<file path="src/rtl/timer_pkg.sv">
// Shared types and constants for the interval timer and its users.
package timer_pkg;

    typedef enum logic [1:0] {
        IDLE    = 2'd0,
        RUN     = 2'd1,
        EXPIRED = 2'd2
    } timer_state_t;

    localparam logic TIMER_ONESHOT  = 1'b0;
    localparam logic TIMER_PERIODIC = 1'b1;

endpackage

</file>
<file path="src/rtl/interval_timer_tick_prescaler.sv">
// Tick prescaler: emits one single-cycle tick every PRESCALE enabled cycles.
// Only instantiated by interval_timer when TIMER_PRESCALE_EN is defined.
module tick_prescaler #(
    parameter int PRESCALE = 1
) (
    input  logic Clock,
    input  logic Reset,
    input  logic clear_i,
    input  logic enable_i,
    output logic tick_o
);

    localparam int CW = (PRESCALE > 1) ? $clog2(PRESCALE) : 1;
    localparam logic [CW-1:0] LAST = CW'(PRESCALE - 1);

    logic [CW-1:0] cnt_q;
    logic [CW-1:0] cnt_d;

    // Tick on the last enabled cycle of each group; clear restarts the group.
    always_comb begin
        cnt_d  = cnt_q;
        tick_o = enable_i && (cnt_q == LAST);
        if (clear_i) begin
            cnt_d = '0;
        end else if (enable_i) begin
            cnt_d = (cnt_q == LAST) ? '0 : cnt_q + 1'b1;
        end
    end

    // Prescale counter register with synchronous reset.
    always_ff @(posedge Clock) begin
        if (Reset) begin
            cnt_q <= '0;
        end else begin
            cnt_q <= cnt_d;
        end
    end

endmodule

</file>
<file path="src/rtl/interval_timer.sv">
// Programmable interval timer: counts ticks from 0 up to a latched limit,
// then stops (one-shot) or reloads (periodic), pulsing Done at each terminal.
// Optional feature macro: TIMER_PRESCALE_EN (divides ticks by PRESCALE).
module interval_timer
    import timer_pkg::*;
#(
    parameter int WIDTH    = 11,
    parameter int PRESCALE = 1
) (
    input  logic             Clock,
    input  logic             Reset,
    input  logic             Enable,
    input  logic             Start,
    input  logic             Stop,
    input  logic             Mode,
    input  logic [WIDTH-1:0] Limit,
    output logic [WIDTH-1:0] Count,
    output logic             Running,
    output logic             Done,
    output logic             Expired
);

    if (WIDTH < 2 || WIDTH > 32 || PRESCALE < 1) begin : gParamCheck
        $error("interval_timer: WIDTH must be 2..32 and PRESCALE at least 1");
    end

    timer_state_t     state_q, state_d;
    logic [WIDTH-1:0] count_q, count_d;
    logic [WIDTH-1:0] limit_q, limit_d;
    logic             mode_q, mode_d;
    logic             done_q, done_d;

    logic runEnable;
    logic tick;
    logic atTerminal;

    // Start and Stop cycles never count as ticks, so Count freezes on Stop.
    assign runEnable  = (state_q == RUN) && Enable && !Start && !Stop;
    assign atTerminal = (count_q == limit_q);

`ifdef TIMER_PRESCALE_EN
    logic prescaleClear;
    assign prescaleClear = Start || Stop;

    tick_prescaler #(
        .PRESCALE(PRESCALE)
    ) uPrescaler (
        .Clock   (Clock),
        .Reset   (Reset),
        .clear_i (prescaleClear),
        .enable_i(runEnable),
        .tick_o  (tick)
    );
`else
    assign tick = runEnable;
`endif

    // State register.
    always_ff @(posedge Clock) begin
        if (Reset) begin
            state_q <= IDLE;
        end else begin
            state_q <= state_d;
        end
    end

    // Next state: Start wins from anywhere, Stop only leaves RUN.
    always_comb begin
        state_d = state_q;
        if (Start) begin
            state_d = RUN;
        end else begin
            case (state_q)
                RUN: begin
                    if (Stop) begin
                        state_d = IDLE;
                    end else if (tick && atTerminal && (mode_q == TIMER_ONESHOT)) begin
                        state_d = EXPIRED;
                    end
                end
                default: state_d = state_q;
            endcase
        end
    end

    // Datapath next values: latch on Start, advance or reload on ticks.
    always_comb begin
        count_d = count_q;
        limit_d = limit_q;
        mode_d  = mode_q;
        done_d  = 1'b0;
        if (Start) begin
            limit_d = Limit;
            mode_d  = Mode;
            count_d = '0;
        end else if (tick) begin
            if (atTerminal) begin
                done_d = 1'b1;
                if (mode_q == TIMER_PERIODIC) begin
                    count_d = '0;
                end
            end else begin
                count_d = count_q + 1'b1;
            end
        end
    end

    // Datapath registers with synchronous reset.
    always_ff @(posedge Clock) begin
        if (Reset) begin
            count_q <= '0;
            limit_q <= '0;
            mode_q  <= TIMER_ONESHOT;
            done_q  <= 1'b0;
        end else begin
            count_q <= count_d;
            limit_q <= limit_d;
            mode_q  <= mode_d;
            done_q  <= done_d;
        end
    end

    // Outputs come straight from registers; status is decoded from state.
    always_comb begin
        Count   = count_q;
        Done    = done_q;
        Running = (state_q == RUN);
        Expired = (state_q == EXPIRED);
    end

endmodule

</file>
<file path="config.mk">
export PLATFORM = sky130hd
export DESIGN_NAME = interval_timer
export DESIGN_NICKNAME = d
export VERILOG_FILES = /design/src/rtl/timer_pkg.sv /design/src/rtl/interval_timer_tick_prescaler.sv /design/src/rtl/interval_timer.sv
export SDC_FILE = /design/constraint.sdc
export NUM_CORES = 1
export LEC_CHECK = 0
export ABC_AREA = 1
export CORE_AREA = 8 8 74 76
export DETAILED_ROUTE_END_ITERATION = 6
export DIE_AREA = 0 0 82 84
export DONT_BUFFER_PORTS = 1
export PLACE_DENSITY = 0.58
export SYNTH_ARGS = -nofsm -noshare
export SYNTH_HDL_FRONTEND = slang
export SYNTH_SLANG_ARGS = --single-unit
</file>
<file path="constraint.sdc">
create_clock -name Clock -period 2.5 [get_ports Clock]
set_clock_uncertainty 0.1 [all_clocks]
set_input_delay 0.625 -clock Clock [delete_from_list [all_inputs] [get_ports Clock]]
set_output_delay 0.625 -clock Clock [all_outputs]
set_load 0.005 [all_outputs]
</file>
# Yosys cells after proc, flatten, opt, wreduce, memory -nomap -nowiden

Cells that the tools add are included.

Flip-flop bits (word level): 26
Bits of input ports: 17
Output and inout port bits: 14

Add/sub/neg operators: 1
Eq/ne operators: 4
Multiplexer cells: 7
Bitwise logic cells: 2
Reductions and logical operators: 15

Operators with widths:

| kind                  | number |
|---|---|
| $mux 11               | 2 |
| $add 11x1->11 const B | 1 |
| $eq 11x11->1          | 1 |
| $reduce_and 2->1      | 3 |
| $logic_and 1x1->1     | 5 |
| $mux 2                | 2 |
| $reduce_bool 2->1     | 2 |
| $mux 1                | 3 |
| $reduce_bool 3->1     | 1 |
| $reduce_or 3->1       | 1 |
| $eq 2x1->1 const B    | 1 |
| $eq 2x2->1 const B    | 1 |
| $logic_not 1->1       | 2 |
| $ne 2x2->1 const B    | 1 |
| $not 1->1             | 2 |
| $reduce_or 2->1       | 1 |

# Depth between registers and ports, before layout

Gate-level depths: netlist (run 1).

Depth after elaboration: 10
Gate-level depth with buffers: 12

# Worst setup path after synthesis (run 1)

OpenSTA, ideal clock, no wires.

Path type: input to register
Start point: in Start
End point: reg count_q[8] (netlist: Count[8])
Setup time: 110 ps
Data arrival time: 1414 ps
Slack: 876 ps
Cell stages on the path: 7
Path buffers: 1
Cells stage by stage: nor2_1 inv_1 nor2_2 buf_4 nand4_2 nand2_1 nor2_1

Cells in the longest elaborated chain, start to end: 4
Elaborated cells on any way between the ends: 5
Those cells by class: reduce/logical (5)

RTL lines:

| element                        | line                  | RTL |
|---|---|---|
| from (decl)                    | interval_timer.sv:13  | `input logic Start,` |
| $logic_not 1->1                | interval_timer.sv:38  | `assign runEnable = (state_q == RUN) && Enable && !Start && !Stop;` |
| $logic_and 1x1->1 (2 in a row) | interval_timer.sv:38  |  |
| $reduce_and 2->1 (no line)     | n/a                   |  |
| to (signal assigned)           | interval_timer.sv:116 | `count_q <= count_d;` |
| to (decl)                      | interval_timer.sv:28  | `logic [WIDTH-1:0] count_q, count_d;` |

Parallel ways exist; a longest one is shown, timed or not.
A chain may end at the register's enable or synchronous reset.

# Final worst setup path (run 1)

Start point: reg count_q[3] (netlist: Count[3])
End point: reg count_q[3] (netlist: Count[3])

Cells in the longest elaborated chain, start to end: 3
Elaborated cells on any way between the ends: 5
Those cells by class: add/sub (1); eq/ne (2); mux (1); reduce/logical (1)

RTL lines:

| element |
|---|
| parallel branches: the longest is 3 deep, another holds $add 11x1->11 |

Several ways; the timed one is not identified.

==> summary.txt, run 1 <==
Outcome
  – Status: complete, no violations

Critical path
  – Critical Path Max Stage Delay: 0.56 ns
  – Crit path kind: flip-flop to flip-flop
  – Reg-to-reg critical path endpoint: Count[3]$_SDFFE_PP0P_
  – Crit Reg-Reg Startpoint: Count[3]$_SDFFE_PP0P_
  – Worst Path Arrival: 1.97 ns
  – Worst path bufs/invs: 1
  – R2r setup slk: 0.65 ns
  – Worst-path fanout max: 13
  – Slowest cell on crit path: dfxtp_1
  – CP required: 2.61 ns
  – Crit path top cell by count: nand2_1
  – Worst setup path start: Count[3]$_SDFFE_PP0P_
  – Worst path depth: 10
  – FF-to-FF path depth: 10
  – CP endpoint: Count[3]$_SDFFE_PP0P_
  – CP startpoint kind: flip-flop
  – CP delay by family, top: simple AND/OR/NAND/NOR gates
  – Critical path endpoint category: flip-flop
  – Worst-path cell chain: inv_2, nand2_1, nand2_1, nor2_2, nand2_2, nor2_4, nand3_4, nand2_4, nand2_1, a21oi_1

Placement
  – Final Wtd Congestion: 0.861
  – Dpl cells: 259
  – Post-DP HPWL: 2.77 mm
  – Port buffer count: 0

Finish
  – # fillers: 491
  – Layout net count: 230
  – Area delta synth->final: 4.56%
  – Antenna cells: 0
  – Layout cells sized above 1: 8.06%
  – Fin cells: 263

STA
  – Final period utilization: 74.1%
  – RSZ-0062 raised after global routing: no
  – Worst slew pin tran: 0.543 ns
  – # setup viols final: 0
  – F_max: 540 MHz
  – Fin. max-slew vios: 0
  – Hold Vio Cnt, Final: 0
  – TNS Setup: 0 ns
  – Max-slew headroom: 63.8%
  – Minimum clock period: 1.85 ns

GRT
  – Vias in the first global route: 1307
  – Met2 Usage GRT: 17.5%
  – Largest net degree at the start of global routing: 21
  – Gr ovfl total: 0
  – M3 GR Usage: 4.63%
  – Initial antenna violation count: 0
  – Gr usage total: 11.0%
  – First-pass GRT wire length: 6.02 mm
  – Layer with the highest usage: met2
  – Met1 Use GR: 12.7%

Logic synthesis
  – Synth Instances: 215
  – Average size of a mapped cell: 6.77 um^2
  – Asr flop ratio synth: 0%
  – Post-synth EDFFs: 0
  – Dominant synthesized flop cell: dfxtp_1
  – Distinct cell type count after synthesis: 26
  – Main area contributors after synthesis: dfxtp_1 (36%), nand2_1 (13%), a21oi_1 (7.9%)
  – Commonest cells post-synth: nand2_1 (50), dfxtp_1 (26), inv_1 (25)
  – Synth Warn #: 0
  – Mapped cell area: 0.00146 mm^2
  – Synthesized Nets: 233
  – Sequential share of the synthesized area: 35.8%
  – Count leader, synth: nand2_1
  – Yosys reg bits: 26
  – Yosys top cell by area: dfxtp_1
  – Synth top area share: 35.8%

Floorplanning
  – Die height: 84 um
  – Starting Density: 34.1%
  – Die area: 0.00689 mm^2
  – Boundary pin count: 31
  – Core Box Area: 0.00426 mm^2
  – Die W: 82 um
  – Row count: 24

Pwr
  – Sequential Power Share: 54.8%
  – Maximum VDD drop: 295 uV
  – Clock Power Share: 35.6%
  – Net Sw Frac: 25.4%
  – Combinational Power Share: 9.6%
  – Lkg Pwr: 0.590 nW
  – Power Density: 523 mW/mm^2
  – Psw: 0.202 mW
  – Internal: 0.594 mW

Route
  – Via count: 1302
  – Final wirelength: 3.60 mm
  – # DRC: 0
  – Iter 0 DRT Violations: 83
  – Routed len/inst: 13.7 um
  – Routed Antenna Nets: 0
  – Post-DR vias/cell: 4.95
  – Drt pass-1 iters: 6

Clock network
  – Clk sinks: 26
  – Clock Latency Late Sink: 0.28 ns
  – CTS tree: yes
  – Root Driver: clkbuf_8
  – PostCTS Resize Cnt: 0
  – TritonCTS Buffers: 3
  – Clock slew at reported path FFs: 0.09 ns
  – # hold bufs at CTS: 0
  – Setup Buffers After CTS: 0
  – H-tree depth: 1
  – Max clock buf depth: 2

Job
  – Max-cap violations: 0

Min path
  – Min-delay worst type: primary input to flip-flop
-- area by class of cell --
type                       count  area (um^2)  area share, %
sequential                    26          520           34.2
multi-input combinational    152          768           50.5
tap                           52         65.1           4.28
inverter                      28          105           6.91
timing repair buffer           1         7.51          0.493
clock buffer                   4         55.1           3.62
-- worst min-delay path by stage --
stage | startpoint | end | slack [ns] | cells past startpoint
floorplan | limit_q[0]$_SDFFE_PP0P_ | limit_q[0]$_SDFFE_PP0P_ | 0.35 | 2
global placement | limit_q[3]$_SDFFE_PP0P_ | limit_q[3]$_SDFFE_PP0P_ | 0.36 | 2
detailed placement | limit_q[3]$_SDFFE_PP0P_ | limit_q[3]$_SDFFE_PP0P_ | 0.36 | 2
CTS | Reset | limit_q[8]$_SDFFE_PP0P_ | 0.29 | 1
global route | Reset | state_q[0]$_SDFFE_PP0P_ | 0.29 | 1
finish | Reset | state_q[0]$_SDFFE_PP0P_ | 0.30 | 1
-- cells by family (layout without fill, tap and decap cells) --
| family | Yosys count | in the layout | share of synthesized area, % |
|---|---|---|---|
| and+or+nand+nor | 106 | 106 | 33.9 |
| DFF | 26 | 26 | 35.8 |
| buffers and inverters | 37 | 33 | 11.4 |
| xor gates and xnor gates | 10 | 10 | 6.02 |
| AOI/OAI and AO/OA | 35 | 35 | 12.0 |
| adders and majority gates | 1 | 1 | 0.860 |
-- per-stage QoR --
stage	power, mW	utilization, %	worst slack (ns)	area [um^2]	hold WS (ns)
floorplan	0.510	-	0.876	1460	0.348
global placement	0.521	34.4	0.672	1470	0.361
detailed placement	0.523	34.4	0.640	1470	0.363
CTS	0.808	35.7	0.611	1520	0.293
global route	0.836	35.7	0.444	1520	0.287
finish	0.796	35.7	0.647	1520	0.301
-- power by group through the flow --
| stage | Combinational, mW | Clock (mW) | Sequential (mW) |
|---|---|---|---|
| 2_1_floorplan | 0.0663 | 0 | 0.444 |
| 3_3_place_gp | 0.0753 | 0 | 0.446 |
| 5_1_grt | 0.0867 | 0.311 | 0.438 |
| 3_5_place_dp | 0.0771 | 0 | 0.446 |
| 4_1_cts | 0.0773 | 0.295 | 0.436 |
| 6_report | 0.0762 | 0.283 | 0.436 |
-- state kept, by name (all words and copies together), names as in the netlist --
signal / cells
limit_q: 11
mode_q: 1
state_q: 2
Done: 1
Count: 11
-- worst reg2reg max path, stage by stage (launching register included) --
cell and delay, ns:
dfxtp_1 0.56, inv_2 0.08, nand2_1 0.06, nand2_1 0.05
nor2_2 0.11, nand2_2 0.06, nor2_4 0.17, nand3_4 0.20
nand2_4 0.17, nand2_1 0.06, a21oi_1 0.15
-- placed cells by master (no fill, tap or decap), types with 5 or more instances in the layout --
master / n
a21oi_1: 23
nand4_1: 9
nor2_2: 5
o21ai_0: 11
nand3_1: 12
nor2_1: 22
xnor2_1: 6
nand2_1: 50
dfxtp_1: 26
inv_1: 25
-- per-layer routing --
metal	share of wire, %	wire length (um)
met1	46	1640
met2	46	1670
met3	7.0	251
met4	0.97	35
met5	0	0
(Power assumes the default switching activity.)
==> run 2: changes to the inputs <==
--- a/config.mk
+++ b/config.mk
@@ -10,7 +10,7 @@
 export DETAILED_ROUTE_END_ITERATION = 6
 export DIE_AREA = 0 0 82 84
 export DONT_BUFFER_PORTS = 1
-export PLACE_DENSITY = 0.58
+export PLACE_DENSITY = 0.59
 export SYNTH_ARGS = -nofsm -noshare
 export SYNTH_HDL_FRONTEND = slang
 export SYNTH_SLANG_ARGS = --single-unit
==> constraint.sdc (replaced) <==
create_clock -name Clock -period 1.7 [get_ports Clock]
set_clock_uncertainty 0.1 [all_clocks]
set_input_delay 0.425 -clock Clock [delete_from_list [all_inputs] [get_ports Clock]]
set_output_delay 0.425 -clock Clock [all_outputs]
set_load 0.005 [all_outputs]
==> run 2 against run 1 <==
Effect of this change:
- critical path depth stayed put
- clock power is 43% higher
- worst setup slack worse by 0.56 ns
- global-route usage is 0.18 points higher
- combinational power is 77% higher
- total power is 48% higher
- register-to-register slack worse by 0.56 ns
- sequential power is 47% higher
- maximum frequency is 15% higher
- sequential share of layout area is 3.4 points lower
- core utilization is 4.1 points higher
- critical endpoint is now Count[8]$_SDFFE_PP0P_
==> summary.txt, run 2 (synthesis gave the netlist of run 1 again) <==
Outcome
  – Status: complete, no violations (unchanged)

Clock network
  – Clock Latency Late Sink: 0.27 ns (was 0.28 ns)
  – H-tree depth: 1 (unchanged)
  – CTS tree: yes (unchanged)
  – TritonCTS Buffers: 3 (unchanged)
  – Root Driver: clkbuf_8 (unchanged)
  – Clk sinks: 26 (unchanged)
  – Max clock buf depth: 2 (unchanged)
  – Clock slew at reported path FFs: 0.10 ns (was 0.09 ns)

GRT
  – Largest net degree at the start of global routing: 15 (was 21)
  – Vias in the first global route: 1276 (was 1307)
  – Initial antenna violation count: 0 (unchanged)
  – First-pass GRT wire length: 6.09 mm (was 6.02 mm)
  – Gr ovfl total: 0 (unchanged)
  – Gr usage total: 11.2% (was 11.0%)

Finish
  – Antenna cells: 0 (unchanged)
  – Commonest non-fill, non-tap cell in the layout: nand2_1 (unchanged)
  – Post-route design area: 0.00170 mm^2 (was 0.00152 mm^2)
  – Layout cells sized above 1: 17.5% (was 8.06%)
  – Area delta synth->final: 16.5% (was 4.56%)
  – Layout net count: 253 (was 230)
  – Fin cells: 286 (was 263)
  – Most frequent cells in the layout: nand2_1 (50), dfxtp_1 (25), inv_1 (25), buf_4 (24), a21oi_1 (23) (was nand2_1 (50), dfxtp_1 (26), inv_1 (25), a21oi_1 (23), nor2_1 (22))

Placement
  – Dpl cells: 277 (was 259)
  – Placed instance area: 0.00160 mm^2 (was 0.00147 mm^2)
  – Post-DP HPWL: 3.02 mm (was 2.77 mm)
  – Setup WS pre-CTS: 0.0575 ns (was 0.640 ns)
  – Final Wtd Congestion: 0.782 (was 0.861)
  – Port buffer count: 0 (unchanged)

STA
  – Post-route setup slack: 0.0893 ns (was 0.647 ns)
  – Final period utilization: 94.7% (was 74.1%)
  – Worst slew pin tran: 0.342 ns (was 0.543 ns)
  – Minimum clock period: 1.61 ns (was 1.85 ns)
  – TNS Setup: 0 ns (unchanged)
  – # setup viols final: 0 (unchanged)
  – Hold Vio Cnt, Final: 0 (unchanged)
  – F_max: 621 MHz (was 540 MHz)
  – Max-slew headroom: 77.2% (was 63.8%)
  – RSZ-0062 raised after global routing: yes (was no)
  – Fin. max-slew vios: 0 (unchanged)

Route
  – # DRC: 0 (unchanged)
  – Via count: 1371 (was 1302)
  – Routed Antenna Nets: 0 (unchanged)
  – Routed len/inst: 13.5 um (was 13.7 um)
  – Post-DR vias/cell: 4.79 (was 4.95)
  – Drt pass-1 iters: 4 (was 6)
  – Iter 0 DRT Violations: 57 (was 83)
  – Final wirelength: 3.86 mm (was 3.60 mm)

Critical path
  – Critical path endpoint category: flip-flop (unchanged)
  – CP required: 1.78 ns (was 2.61 ns)
  – Worst-path cell chain: nand2_1, nand2_1, nand3_1, nor2_4, nand3_4, buf_4, nand3_1, nand2_1, inv_1, nor2_1 (was inv_2, nand2_1, nand2_1, nor2_2, nand2_2, nor2_4, nand3_4, nand2_4, nand2_1, a21oi_1)
  – Slowest cell on crit path: dfxtp_1 (unchanged)
  – Worst path bufs/invs: 2 (was 1)
  – Critical Path Max Stage Delay: 0.43 ns (was 0.56 ns)
  – CP delay by family, top: simple AND/OR/NAND/NOR gates (unchanged)
  – Crit path kind: flip-flop to flip-flop (unchanged)
  – Worst-path fanout max: 7 (was 13)
  – Crit path top cell by count: nand2_1 (unchanged)
  – CP startpoint kind: flip-flop (unchanged)
  – Worst Path Arrival: 1.69 ns (was 1.97 ns)

Floorplanning
  – Row count: 24 (unchanged)
  – Boundary pin count: 31 (unchanged)
  – Starting Density: 34.1% (unchanged)
  – Die area: 0.00689 mm^2 (unchanged)
  – Die height: 84 um (unchanged)
  – Core Box Area: 0.00426 mm^2 (unchanged)
  – Die W: 82 um (unchanged)

Pwr
  – Power Density: 696 mW/mm^2 (was 523 mW/mm^2)
  – Lkg Pwr: 0.707 nW (was 0.590 nW)
  – Maximum VDD drop: 475 uV (was 295 uV)

Min path
  – Min-delay worst type: primary input to flip-flop (unchanged)

Job
  – Max-cap violations: 0 (unchanged)
run 2: changes by cell type in the layout (fill, tap and decap cells not counted):
cell	before	now
buf_4	1	24
dfxtp_2	0	1
dfxtp_1	26	25
run 2: final timing paths:
path | startpoint | to | slack (ns) | cells after the start
worst max register to register | Count[0]$_SDFFE_PP0P_ | Count[8]$_SDFFE_PP0P_ | 0.09 | 10
worst min register to register | limit_q[10]$_SDFFE_PP0P_ | limit_q[10]$_SDFFE_PP0P_ | 0.38 | 2
worst min-delay path | Reset | state_q[0]$_SDFFE_PP0P_ | 0.11 | 1
worst max-delay path | Count[0]$_SDFFE_PP0P_ | Count[8]$_SDFFE_PP0P_ | 0.09 | 10
run 2: report_power, final:
part	internal (mW)	switching, mW	total [mW]
clock network	0.207	0.198	0.405
registers	0.630	0.0114	0.641
logic	0.0533	0.0812	0.135
run 2: area by class of cell:
cell class                 instances  area, um^2
tap                               52        65.1
sequential                        26         522
timing repair buffer              24         180
inverter                          28         105
fill                             484        2570
multi-input combinational        152         768
clock buffer                       4        55.1
run 2: repair_timing:
action                                  CTS  global route
setup buffers                             0             5
gates resized for setup                   0             1
hold buffers                              0             0
endpoints found under the setup margin    0            10
run 2: metal layers:
| layer | part of all wire, % | wire length [um] | global-route usage (%) | up-vias |
|---|---|---|---|---|
| met3 | 5.6 | 218 | 3.77 | 4 |
| met2 | 47 | 1830 | 18.3 | 28 |
| met5 | 0 | 0 | 0 | - |
| met1 | 46 | 1780 | 13.5 | 612 |
| li1 | - | - | - | 727 |
| met4 | 0.91 | 35 | 2.72 | 0 |
run 2: through the flow:
stage                     hold WS [ns]  util (%)  total power [mW]
after floorplan                  0.348         -             0.751
after global placement           0.363      37.6             0.781
after detailed placement         0.364      37.6             0.782
after CTS                        0.103      38.8              1.18
after global routing            0.0945      39.8              1.23
final                            0.106      39.8              1.18
